**src/rtl/lsu.sv**
```systemverilog
// Memory-stage load/store unit: one req/ack bus transaction per load or store,
// with byte-lane steering on stores and lane extraction plus extension on loads.
package pipeline;
  parameter int XLEN = 64;

  typedef struct packed {
    logic            mm_re;
    logic            mm_we;
    logic [XLEN-1:0] mm_addr;
    logic [XLEN-1:0] data;
    logic [2:0]      funct3;
    logic [4:0]      rd_addr;
  } memory_signals;
endpackage

module lsu #(
  parameter int XLEN = pipeline::XLEN
) (
  input  logic                    clk,
  input  logic                    reset,
  input  pipeline::memory_signals signals_in,
  input  logic                    hold,
  output logic                    stall,
  output logic                    wb_we,
  output logic [4:0]              wb_rd_addr,
  output logic [XLEN-1:0]         wb_data,
  output logic                    exc_misaligned,
  output logic                    dbus_req,
  output logic                    dbus_we,
  output logic [XLEN-1:0]         dbus_addr,
  output logic [7:0]              dbus_wstrb,
  output logic [XLEN-1:0]         dbus_wdata,
  input  logic [XLEN-1:0]         dbus_rdata,
  input  logic                    dbus_ack
);

  typedef enum logic [1:0] {IDLE, REQ, DONE} state_t;

  state_t          state_q, state_d;
  logic            req_q;
  logic            we_q;
  logic [XLEN-1:0] addr_q;
  logic [7:0]      wstrb_q;
  logic [XLEN-1:0] wdata_q;
  logic [XLEN-1:0] ld_q;
  logic [2:0]      off_q;
  logic [2:0]      f3_q;
  logic            load_q;
  logic [4:0]      rd_q;

  logic       is_mem;
  logic       misaligned;
  logic       issue;
  logic [2:0] off;
  logic [1:0] size;
  logic [7:0] strb_mask;

  assign is_mem = signals_in.mm_re | signals_in.mm_we;
  assign off    = signals_in.mm_addr[2:0];
  assign size   = signals_in.funct3[1:0];

  always_comb begin
    misaligned = 1'b0;
    strb_mask  = 8'h01;
    case (size)
      2'b00: begin misaligned = 1'b0;     strb_mask = 8'h01; end
      2'b01: begin misaligned = off[0];   strb_mask = 8'h03; end
      2'b10: begin misaligned = |off[1:0]; strb_mask = 8'h0F; end
      2'b11: begin misaligned = |off;     strb_mask = 8'hFF; end
      default: ;
    endcase
  end

  // Lane data is already shifted down to bit 0; truncate to size and extend.
  function automatic logic [XLEN-1:0] extend(input logic [XLEN-1:0] raw, input logic [2:0] f3);
    logic [XLEN-1:0] r;
    r = raw;
    case (f3[1:0])
      2'b00: r = f3[2] ? {{(XLEN-8){1'b0}}, raw[7:0]}   : {{(XLEN-8){raw[7]}}, raw[7:0]};
      2'b01: r = f3[2] ? {{(XLEN-16){1'b0}}, raw[15:0]} : {{(XLEN-16){raw[15]}}, raw[15:0]};
      2'b10: r = f3[2] ? {{(XLEN-32){1'b0}}, raw[31:0]} : {{(XLEN-32){raw[31]}}, raw[31:0]};
      default: r = raw;
    endcase
    return r;
  endfunction

  always_comb begin
    state_d        = state_q;
    stall          = 1'b0;
    issue          = 1'b0;
    exc_misaligned = 1'b0;
    wb_we          = 1'b0;
    wb_rd_addr     = signals_in.rd_addr;
    wb_data        = signals_in.data;
    case (state_q)
      IDLE: begin
        if (!is_mem) begin
          wb_we = (signals_in.rd_addr != 5'd0);
        end else if (misaligned) begin
          exc_misaligned = 1'b1;
        end else begin
          stall   = 1'b1;
          issue   = 1'b1;
          state_d = REQ;
        end
      end
      REQ: begin
        stall      = 1'b1;
        wb_rd_addr = rd_q;
        wb_data    = '0;
        if (dbus_ack) state_d = DONE;
      end
      DONE: begin
        wb_rd_addr = rd_q;
        wb_data    = load_q ? ld_q : '0;
        wb_we      = load_q & (rd_q != 5'd0);
        if (!hold) state_d = IDLE;
      end
      default: state_d = IDLE;
    endcase
  end

  always_ff @(posedge clk) begin
    if (reset) begin
      state_q <= IDLE;
      req_q   <= 1'b0;
      we_q    <= 1'b0;
      addr_q  <= '0;
      wstrb_q <= '0;
      wdata_q <= '0;
      ld_q    <= '0;
      off_q   <= '0;
      f3_q    <= '0;
      load_q  <= 1'b0;
      rd_q    <= '0;
    end else begin
      state_q <= state_d;
      if (issue) begin
        req_q   <= 1'b1;
        // Both enables high is treated as a store.
        we_q    <= signals_in.mm_we;
        load_q  <= signals_in.mm_re & ~signals_in.mm_we;
        addr_q  <= {signals_in.mm_addr[XLEN-1:3], 3'b000};
        wstrb_q <= strb_mask << off;
        wdata_q <= signals_in.data << {off, 3'b000};
        off_q   <= off;
        f3_q    <= signals_in.funct3;
        rd_q    <= signals_in.rd_addr;
      end
      if (state_q == REQ && dbus_ack) begin
        req_q <= 1'b0;
        ld_q  <= extend(dbus_rdata >> {off_q, 3'b000}, f3_q);
      end
    end
  end

  assign dbus_req   = req_q;
  assign dbus_we    = we_q;
  assign dbus_addr  = addr_q;
  assign dbus_wstrb = wstrb_q;
  assign dbus_wdata = wdata_q;

endmodule

```
**config.mk**
```make
export PLATFORM = sky130hd
export DESIGN_NAME = lsu
export DESIGN_NICKNAME = d
export VERILOG_FILES = /design/src/rtl/lsu.sv
export SDC_FILE = /design/constraint.sdc
export NUM_CORES = 1
export LEC_CHECK = 0
export ABC_AREA = 0
export BUFFER_PORTS_ARGS = -buffer_cell sky130_fd_sc_hd__buf_4
export CAP_MARGIN = 20
export CORE_MARGIN = 3
export CORE_UTILIZATION = 46
export DETAILED_ROUTE_END_ITERATION = 7
export PLACE_DENSITY_LB_ADDON = 0.12
export SYNTH_ARGS = -nofsm -noshare
export SYNTH_HDL_FRONTEND = slang
export SYNTH_SLANG_ARGS = --single-unit
```
**constraint.sdc**
```tcl
create_clock -name clk -period 2.1 [get_ports clk]
set_input_delay 0.315 -clock clk [delete_from_list [all_inputs] [get_ports clk]]
set_output_delay 0.315 -clock clk [all_outputs]
set_load 0.1 [all_outputs]
```
# Yosys cells after proc, flatten, opt, wreduce, memory -nomap -nowiden
# Cells that the tools add are included.
# Widths: inputs -> output; s select.
classes:
  reduce_logical: 11
  n_mux: 23
  eq_ne: 11
  n_shift: 3
  bitwise: 4
op_table:
  columns: ["op", "n"]
  rows:
  - ["$mux 64", 4]
  - ["$pmux 64 s3", 1]
  - ["$pmux 64 s2", 1]
  - ["$shl 64x6->64", 1]
  - ["$shr 64x6->64", 1]
  - ["$pmux 8 s4", 1]
  - ["$reduce_bool 5->1", 2]
  - ["$eq 2x2->1 const B", 4]
  - ["$mux 2", 4]
  - ["$ne 2x2->1 const B", 4]
  - ["$shl 8x3->8", 1]
  - ["$mux 1", 7]
  - ["$eq 2x1->1 const B", 3]
  - ["$logic_not 2->1", 3]
  - ["$pmux 2 s3", 1]
  - ["$reduce_or 2->1", 3]
  - ["$mux 5", 1]
  - ["$pmux 1 s2", 2]
  - ["$pmux 1 s4", 1]
  - ["$reduce_and 4->1", 1]
  - ["$reduce_or 3->1", 1]
  - ["$and 1x1->1", 2]
  - ["$logic_and 1x1->1", 1]
  - ["$not 1->1", 1]
  - ["$or 1x1->1", 1]
word_totals:
  regBits: 213
  output_inout_bits: 210
  input_bits: 206
  word_cells: 63

# Depth between registers and ports, before layout
# Gate-level depths: netlist of the first run.
depth:
  depth_word: 5
  mapped_depth: 9
  depth_no_buf: 7

# Worst setup path before layout of the first run
# No wires, ideal clock.
synth_timing:
  path_type: "reg-to-output"
  start: "register state_q[0]"
  end: "output port wb_data[1]"
  slack_ps: -1311
  arrival_ps: 3096
  t_required_ps: 1785
  n_path_buf: 1
  stages_incl_launch_ff: 5
  path_cell_list: "dfxtp_1 inv_1 ha_1 clkbuf_1 o21ai_0"
synth_between:
  elab_chain_cells: 2
  word_cells_on_any_way: 3
  cone_classes: "eq/ne (2); mux (1)"
synth_rtl:
  columns: ["element", "line_no", "rtl"]
  rows:
  - ["from (decl)", "39", "state_t state_q, state_d;"]
  - ["from (signal assigned)", "137", "state_q <= state_d;"]
  - ["$eq 2x2->1 / $eq 2x1->1 (equally long branches)", "95", "case (state_q)"]
  - ["$pmux 64 s2 (*)", "95", null]
  - ["to (decl)", "26", "output logic [XLEN-1:0] wb_data,"]
# Mark *: on every way between the ends. The rest lies on a longest branch, timed or not.

# Final worst setup path of the first run
layout_timing:
  start: "register state_q[1]"
  end: "output port wb_data[31]"
# Same word-level chain as after synthesis.

==> results of run 1 <==
## power by group
part / internal, mW / switching, mW / leakage, nW
Clock: 2.56 / 1.74 / 0.385
Sequential: 4.36 / 0.230 / 1.74
Combinational: 2.38 / 4.94 / 5.79
Total: 9.30 / 6.91 / 7.91
## state kept, by name, summed over array words and instances, names as in the netlist
name	flops
dbus_addr	61
dbus_req	1
dbus_wdata	64
dbus_we	1
dbus_wstrb	8
f3_q	3
ld_q	64
load_q	1
off_q	3
rd_q	5
state_q	2
## layer usage
| layer | vias to the layer above | part of all wire (%) | track usage, % |
|---|---|---|---|
| met4 | 0 | 4.9 | 15.4 |
| met2 | 807 | 46 | 54.8 |
| met3 | 152 | 10 | 6.64 |
| met5 | - | 0 | 0 |
| met1 | 6320 | 39 | 46.6 |
| li1 | 6118 | - | - |
## final cells by class
class | count | area (um^2)
Inverter | 74 | 278
Clock buffer | 35 | 703
Sequential cell | 213 | 4280
Clock inverter | 6 | 86.3
Tap cell | 324 | 405
Multi-Input combinational cell | 1116 | 7550
Antenna cell | 1 | 2.50
Timing Repair Buffer | 507 | 5120
Fill cell | 1853 | 6180
## what timing repair did
item	in CTS	in global routing
setup buffers	14	7
endpoints found under the setup margin	73	109
pin swaps	16	10
resized for setup	289	21
cloned	6	2
## placed cells by master (no fill, tap or decap), drive strengths merged, types with 15 or more instances in the layout
| cell type | instances |
|---|---|
| dfxtp | 213 |
| nor3 | 29 |
| nor2b | 21 |
| a31oi | 18 |
| mux4 | 15 |
| inv | 75 |
| nor2 | 123 |
| buf | 505 |
| a211oi | 65 |
| mux2 | 26 |
| nand2 | 298 |
| clkbuf | 37 |
| o21ai | 141 |
| nand2b | 23 |
| a32oi | 15 |
| mux2i | 94 |
| a21oi | 157 |
## critical path: cells and delay by family (launching register included)
kind | cells | cell delay, ns
adders and majority gates | 1 | 0.28
and+or+nand+nor | 2 | 0.40
AOI/OAI and AO/OA | 1 | 0.13
DFF | 1 | 0.35
buffers and inverters | 3 | 0.46
## per-stage QoR
stage	utilization [%]	instance area (um^2)
floorplan	-	12400
global placement	65.1	16000
detailed placement	65.1	16000
CTS	74.0	18200
global route	74.9	18400
finish	74.9	18400
## final timing paths
kind	start	endpoint	slack, ns	cells past startpoint
worst max-delay path	state_q[1]	wb_data[31]	-0.36	7
worst min-delay path	signals_in[93]	dbus_addr[21]	0.03	3
worst max register to register	off_q[1]	ld_q[35]	-0.01	8
worst min register to register	dbus_addr[59]	dbus_addr[59]	0.45	2
## logic make-up (layout without fill, tap and decap cells)
logic type                 count (synthesis)  in the layout  share of synthesized area, %
other                                      1              4                        0.0322
adders and majority gates                  4              4                         0.408
DFF                                      213            213                          36.6
buffers and inverters                    211            622                          7.57
muxes                                    135            135                          13.6
AOI/OAI and AO/OA                        446            447                          22.8
and+or+nand+nor                          527            527                          19.0
==> flow_results.xml, run 1 <==
<?xml version="1.0" encoding="UTF-8"?>
<metrics>
  <group name="sta">
    <metric name="timing.hold.ws" unit="ns">0.0291</metric>
    <metric name="worstMarginPinSlew" unit="ns">0.850</metric>
    <metric name="achievable-frequency" unit="MHz">406</metric>
    <metric name="timing.final.crit_share" unit="%">117</metric>
    <metric name="finalClockSkew" unit="ns">0.0289</metric>
    <metric name="rsz0062_at_grt" unit="">yes</metric>
    <metric name="hold_violations" unit="">0</metric>
    <metric name="setup_total_negative_slack" unit="ns">-18.97</metric>
    <metric name="maxSlewHeadroom" unit="%">42.9</metric>
    <metric name="period_needed" unit="ns">2.46</metric>
    <metric name="setup_viol" unit="">72</metric>
    <metric name="setup_slack" unit="ns">-0.361</metric>
    <metric name="final_max_slew_viol_count" unit="">0</metric>
  </group>
  <group name="synth">
    <metric name="synth_area_per_cell" unit="um^2">7.58</metric>
    <metric name="postSynthCellCount" unit="">1537</metric>
    <metric name="ys_types" unit="">49</metric>
    <metric name="synth_ff_type" unit="">sky130_fd_sc_hd__dfxtp_1</metric>
    <metric name="synth_top_area_share" unit="%">36.6</metric>
    <metric name="yosys-top-cells-count" unit="">sky130_fd_sc_hd__nand2_1, sky130_fd_sc_hd__dfxtp_1, sky130_fd_sc_hd__a21oi_1, sky130_fd_sc_hd__o21ai_0, sky130_fd_sc_hd__nor2_1</metric>
    <metric name="synth_sequential_area_ratio" unit="%">36.6</metric>
    <metric name="synth.top_cells.by_area" unit="">sky130_fd_sc_hd__dfxtp_1, sky130_fd_sc_hd__nand2_1, sky130_fd_sc_hd__mux2i_1, sky130_fd_sc_hd__a21oi_1, sky130_fd_sc_hd__o21ai_0</metric>
    <metric name="synth.cell_area" unit="mm^2">0.0117</metric>
    <metric name="post-synth-top-area-cell" unit="">sky130_fd_sc_hd__dfxtp_1</metric>
    <metric name="synthMostInstantiatedCell" unit="">sky130_fd_sc_hd__nand2_1</metric>
    <metric name="synth.yosys.warnings" unit="">0</metric>
    <metric name="synthArstFlopShare" unit="%">0</metric>
    <metric name="synth_edf_count" unit="">0</metric>
    <metric name="ys_ff_latch" unit="">213</metric>
  </group>
  <group name="worst_setup_path">
    <metric name="critical_path.max_fanout" unit="">22</metric>
    <metric name="critPathRequiredTime" unit="ns">1.78</metric>
    <metric name="crit_chain" unit="">inv_2 &gt; ha_4 &gt; and3_4 &gt; buf_12 &gt; nand2_1 &gt; o21ai_4 &gt; buf_12</metric>
    <metric name="worstPathArrival" unit="ns">2.15</metric>
    <metric name="crit_top_cell" unit="">sky130_fd_sc_hd__buf_12</metric>
    <metric name="timing.setup.critical_path_class" unit="">flip-flop to primary output</metric>
    <metric name="endpoint_kind" unit="">primary output</metric>
    <metric name="timing.critical_path.from_type" unit="">flip-flop</metric>
    <metric name="cp_slowest_cell" unit="">sky130_fd_sc_hd__dfxtp_2</metric>
    <metric name="worst_stage_delay_on_the_critical_path" unit="ns">0.35</metric>
  </group>
  <group name="detailed_routing">
    <metric name="drtPass1Iterations" unit="">7</metric>
    <metric name="detail_route.vias_per_cell" unit="">5.89</metric>
    <metric name="detail_route.drc_violations" unit="">0</metric>
    <metric name="first_iter_violations" unit="">1653</metric>
    <metric name="ant_nets" unit="">0</metric>
    <metric name="drt_wl_total" unit="um">51400</metric>
    <metric name="route.vias.total" unit="">13400</metric>
    <metric name="wire_per_inst" unit="um">22.6</metric>
  </group>
  <group name="layout">
    <metric name="nets" unit="">2146</metric>
    <metric name="area_added_between_synthesis_and_finish" unit="%">58.1</metric>
    <metric name="finish.cell_count_without_fillers" unit="">2276</metric>
    <metric name="drive_gt1_share" unit="%">36.2</metric>
  </group>
  <group name="die">
    <metric name="initial_utilization" unit="%">47.4</metric>
    <metric name="floorplan.io_pins" unit="">416</metric>
    <metric name="die_w" unit="um">165</metric>
    <metric name="die_area" unit="mm^2">0.0273</metric>
    <metric name="die_h" unit="um">165</metric>
    <metric name="fp.coreArea" unit="mm^2">0.0246</metric>
    <metric name="floorplan_row_count" unit="">57</metric>
  </group>
  <group name="pwr">
    <metric name="pwr_density_cell" unit="mW/mm^2">880</metric>
    <metric name="irDropWorstVdd" unit="mV">0.679</metric>
    <metric name="report.power.total" unit="mW">16.2</metric>
    <metric name="leakage" unit="nW">7.91</metric>
  </group>
  <group name="clock_tree">
    <metric name="tritoncts" unit="">done</metric>
    <metric name="tritoncts.num_buffers" unit="">25</metric>
    <metric name="max-clock-path-buffers" unit="">3</metric>
    <metric name="cts.reportedPaths.clkPinSlew" unit="ns">0.06</metric>
    <metric name="htree_levels" unit="">1</metric>
    <metric name="hold_buffers" unit="">0</metric>
    <metric name="clk-insertion-delay-late" unit="ns">0.54</metric>
    <metric name="cts_sinks" unit="">213</metric>
    <metric name="cts-root-buf" unit="">sky130_fd_sc_hd__clkbuf_16</metric>
  </group>
  <group name="grt">
    <metric name="track_usage" unit="%">34.9</metric>
    <metric name="first_global_vias" unit="">12400</metric>
    <metric name="maximum_number_of_pins_on_one_net_before_global_route_repair" unit="">157</metric>
    <metric name="globalRoute.totalOverflow" unit="">0</metric>
    <metric name="grt_antenna_before_repair" unit="">1</metric>
    <metric name="first_pass_grt_wire_length" unit="um">73500</metric>
  </group>
  <group name="placed_design">
    <metric name="gp_congestion" unit="">0.951</metric>
    <metric name="post-dp-hpwl" unit="um">35400</metric>
    <metric name="place.detailed.instances" unit="">2205</metric>
    <metric name="pre_cts_slack" unit="ns">-0.222</metric>
    <metric name="place.port_buffers" unit="">412</metric>
  </group>
  <group name="outcome">
    <metric name="status" unit="">finished with violations</metric>
    <metric name="failed_checks" unit="">negative setup slack</metric>
  </group>
  <group name="min_path">
    <metric name="min_path_type" unit="">input pin to flip-flop</metric>
  </group>
  <group name="job">
    <metric name="cap_violations" unit="">0</metric>
  </group>
</metrics>
No activity file was read; power rests on OpenSTA's default activity.
==> inputs of run 2 (changes only) <==
Settings changed: SKIP_LAST_GASP from default to 1.
==> run 2 against run 1 <==
Net effect:
- the run still ends with negative setup slack left
- sequential power about the same
- cell count about the same
- register-to-register slack worse by 0.02 ns
- non-clock buffer count unchanged
- combinational power about the same
- final area up 0.16%
- via count up 0.17%
- critical endpoint is now wb_data[53]
- highest routed layer unchanged
==> flow_results.xml, run 2 (same netlist as run 1, synthesis figures left out) <==
<?xml version="1.0" encoding="UTF-8"?>
<metrics>
  <group name="outcome">
    <metric name="status" unit="">finished with violations</metric>
    <metric name="failed_checks" unit="">negative setup slack</metric>
  </group>
  <group name="sta">
    <metric name="hold_violations" unit="">0</metric>
    <metric name="setup_slack" unit="ns">-0.343</metric>
    <metric name="finalClockSkew" unit="ns">0.0246</metric>
    <metric name="achievable-frequency" unit="MHz">409</metric>
    <metric name="rsz0062_at_grt" unit="">yes</metric>
    <metric name="final_max_slew_viol_count" unit="">0</metric>
    <metric name="maxSlewHeadroom" unit="%">43.3</metric>
    <metric name="setup_total_negative_slack" unit="ns">-18.71</metric>
    <metric name="period_needed" unit="ns">2.44</metric>
    <metric name="timing.final.crit_share" unit="%">116</metric>
    <metric name="worstMarginPinSlew" unit="ns">0.843</metric>
    <metric name="setup_viol" unit="">76</metric>
  </group>
  <group name="detailed_routing">
    <metric name="wire_per_inst" unit="um">22.6</metric>
    <metric name="detail_route.drc_violations" unit="">0</metric>
    <metric name="first_iter_violations" unit="">1642</metric>
    <metric name="drt_wl_total" unit="um">51500</metric>
    <metric name="route.vias.total" unit="">13400</metric>
    <metric name="ant_nets" unit="">0</metric>
    <metric name="detail_route.vias_per_cell" unit="">5.90</metric>
    <metric name="drtPass1Iterations" unit="">6</metric>
  </group>
  <group name="clock_tree">
    <metric name="max-clock-path-buffers" unit="">3</metric>
    <metric name="cts-root-buf" unit="">sky130_fd_sc_hd__clkbuf_16</metric>
    <metric name="clk-insertion-delay-late" unit="ns">0.53</metric>
    <metric name="tritoncts" unit="">done</metric>
    <metric name="tritoncts.num_buffers" unit="">25</metric>
    <metric name="cts_sinks" unit="">213</metric>
    <metric name="htree_levels" unit="">1</metric>
    <metric name="cts.reportedPaths.clkPinSlew" unit="ns">0.06</metric>
    <metric name="hold_buffers" unit="">0</metric>
  </group>
  <group name="worst_setup_path">
    <metric name="cp_slowest_cell" unit="">sky130_fd_sc_hd__dfxtp_2</metric>
    <metric name="endpoint_kind" unit="">primary output</metric>
    <metric name="worstPathArrival" unit="ns">2.13</metric>
    <metric name="crit_top_cell" unit="">sky130_fd_sc_hd__buf_12</metric>
    <metric name="critPathRequiredTime" unit="ns">1.78</metric>
    <metric name="crit_chain" unit="">inv_2 &gt; ha_4 &gt; and3_4 &gt; buf_6 &gt; buf_12 &gt; nand2_2 &gt; o21ai_4 &gt; buf_12</metric>
    <metric name="critical_path.max_fanout" unit="">6</metric>
    <metric name="worst_stage_delay_on_the_critical_path" unit="ns">0.34</metric>
    <metric name="timing.setup.critical_path_class" unit="">flip-flop to primary output</metric>
    <metric name="timing.critical_path.from_type" unit="">flip-flop</metric>
  </group>
  <group name="placed_design">
    <metric name="pre_cts_slack" unit="ns">-0.222</metric>
    <metric name="place.port_buffers" unit="">412</metric>
    <metric name="post-dp-hpwl" unit="um">35400</metric>
    <metric name="place.detailed.instances" unit="">2205</metric>
    <metric name="gp_congestion" unit="">0.951</metric>
    <metric name="postPlaceCellArea" unit="mm^2">0.0160</metric>
  </group>
  <group name="pwr">
    <metric name="pwr_density_cell" unit="mW/mm^2">878</metric>
    <metric name="clock_power_share" unit="%">26.5</metric>
    <metric name="report.power.total" unit="mW">16.2</metric>
    <metric name="share_comb_of_total_power" unit="%">45.1</metric>
    <metric name="switching_share" unit="%">42.6</metric>
    <metric name="irDropWorstVdd" unit="mV">0.678</metric>
    <metric name="internal_power" unit="mW">9.30</metric>
    <metric name="pwr-share-seq" unit="%">28.3</metric>
    <metric name="leakage" unit="nW">7.96</metric>
    <metric name="switchingPower" unit="mW">6.91</metric>
  </group>
  <group name="grt">
    <metric name="use_met2" unit="%">56.2</metric>
    <metric name="globalRoute.totalOverflow" unit="">0</metric>
    <metric name="gr-usage-met3" unit="%">6.24</metric>
    <metric name="busiest_layer_in_global_routing" unit="">met2</metric>
    <metric name="grt_antenna_before_repair" unit="">0</metric>
    <metric name="first_pass_grt_wire_length" unit="um">73500</metric>
    <metric name="grt.met1_usage" unit="%">46.2</metric>
    <metric name="first_global_vias" unit="">12400</metric>
    <metric name="maximum_number_of_pins_on_one_net_before_global_route_repair" unit="">157</metric>
    <metric name="track_usage" unit="%">34.7</metric>
  </group>
  <group name="die">
    <metric name="die_w" unit="um">165</metric>
    <metric name="die_area" unit="mm^2">0.0273</metric>
    <metric name="die_h" unit="um">165</metric>
    <metric name="fp.coreArea" unit="mm^2">0.0246</metric>
    <metric name="floorplan_row_count" unit="">57</metric>
    <metric name="initial_utilization" unit="%">47.4</metric>
    <metric name="floorplan.io_pins" unit="">416</metric>
  </group>
  <group name="min_path">
    <metric name="min_path_type" unit="">input pin to flip-flop</metric>
  </group>
  <group name="layout">
    <metric name="stdcell_area" unit="mm^2">0.0185</metric>
    <metric name="finish.cell_count_without_fillers" unit="">2275</metric>
    <metric name="drive_gt1_share" unit="%">36.1</metric>
    <metric name="layout_commonest_cell" unit="">sky130_fd_sc_hd__buf_4</metric>
    <metric name="antennaDiodeCount" unit="">0</metric>
    <metric name="area_added_between_synthesis_and_finish" unit="%">58.3</metric>
    <metric name="nets" unit="">2146</metric>
    <metric name="layout_common_cells" unit="">sky130_fd_sc_hd__buf_4, sky130_fd_sc_hd__nand2_1, sky130_fd_sc_hd__dfxtp_1</metric>
  </group>
  <group name="job">
    <metric name="cap_violations" unit="">0</metric>
  </group>
</metrics>
## run 2: cell count changes in the layout (fill, tap and decap cells not counted)
cell / change
sky130_fd_sc_hd__clkbuf_16: +1
sky130_fd_sc_hd__buf_4: -1
sky130_fd_sc_hd__mux2_2: -1
sky130_fd_sc_hd__nand2_2: -3
sky130_fd_sc_hd__mux2_1: +1
sky130_fd_sc_hd__nand2_4: +3
sky130_fd_sc_hd__diode_2: -1
## run 2: area by class of cell
type / count / area, um^2
clock inverters: 6 / 86.3
inverters: 74 / 278
clock buffers: 35 / 703
fillers: 1852 / 6150
multi-input cells: 1116 / 7560
repair buffers: 507 / 5140
flip-flops and latches: 213 / 4280
well taps: 324 / 405
## run 2: path summary, 6_finish.rpt
| path | to | startpoint | slack (ns) | depth (start not counted) |
|---|---|---|---|---|
| min | dbus_addr[31] | signals_in[103] | 0.03 | 3 |
| max reg2reg | ld_q[42] | off_q[1] | -0.03 | 9 |
| max | wb_data[53] | state_q[1] | -0.34 | 8 |
| min reg2reg | dbus_addr[6] | dbus_addr[6] | 0.45 | 2 |
## run 2: through the flow
| stage | hold WS [ns] | util (%) |
|---|---|---|
| finish | 0.0306 | 75.0 |
| detailed placement | 0.447 | 65.1 |
| CTS | 0.0203 | 74.0 |
| global route | 0.0335 | 75.0 |
| global placement | 0.442 | 65.1 |
| floorplan | 0.425 | - |
## run 2: repair_timing
| action | 4_1_cts | 5_1_grt |
|---|---|---|
| gates cloned | 6 | 3 |
| setup endpoints to repair | 73 | 111 |
| setup buffers | 14 | 6 |
| resized for setup | 288 | 24 |
| pin swaps | 16 | 11 |
## run 2: metal layers
layer | vias up | share of wire [%] | wire length [um]
met4 | 0 | 4.6 | 2390
met2 | 785 | 47 | 23900
li1 | 6115 | - | -
met5 | - | 0 | 0
met1 | 6376 | 39 | 19800
met3 | 144 | 10 | 5300
## run 2: worst max-delay path, delay by kind of cell, from the launching register on
kind	cells	cell delay, ns
adders and majority gates	1	0.28
and+or+nand+nor	2	0.35
buffers and inverters	4	0.53
AOI/OAI and AO/OA	1	0.09
DFF	1	0.34
## run 2: power by group through the flow
stage / Sequential (mW) / Combinational, mW / Clock, mW
detailed placement: 4.64 / 6.36 / 0
global placement: 4.63 / 6.33 / 0
finish: 4.59 / 7.31 / 4.30
floorplan: 6.00 / 3.32 / 0
CTS: 4.57 / 7.17 / 4.30
global route: 4.62 / 7.56 / 4.46
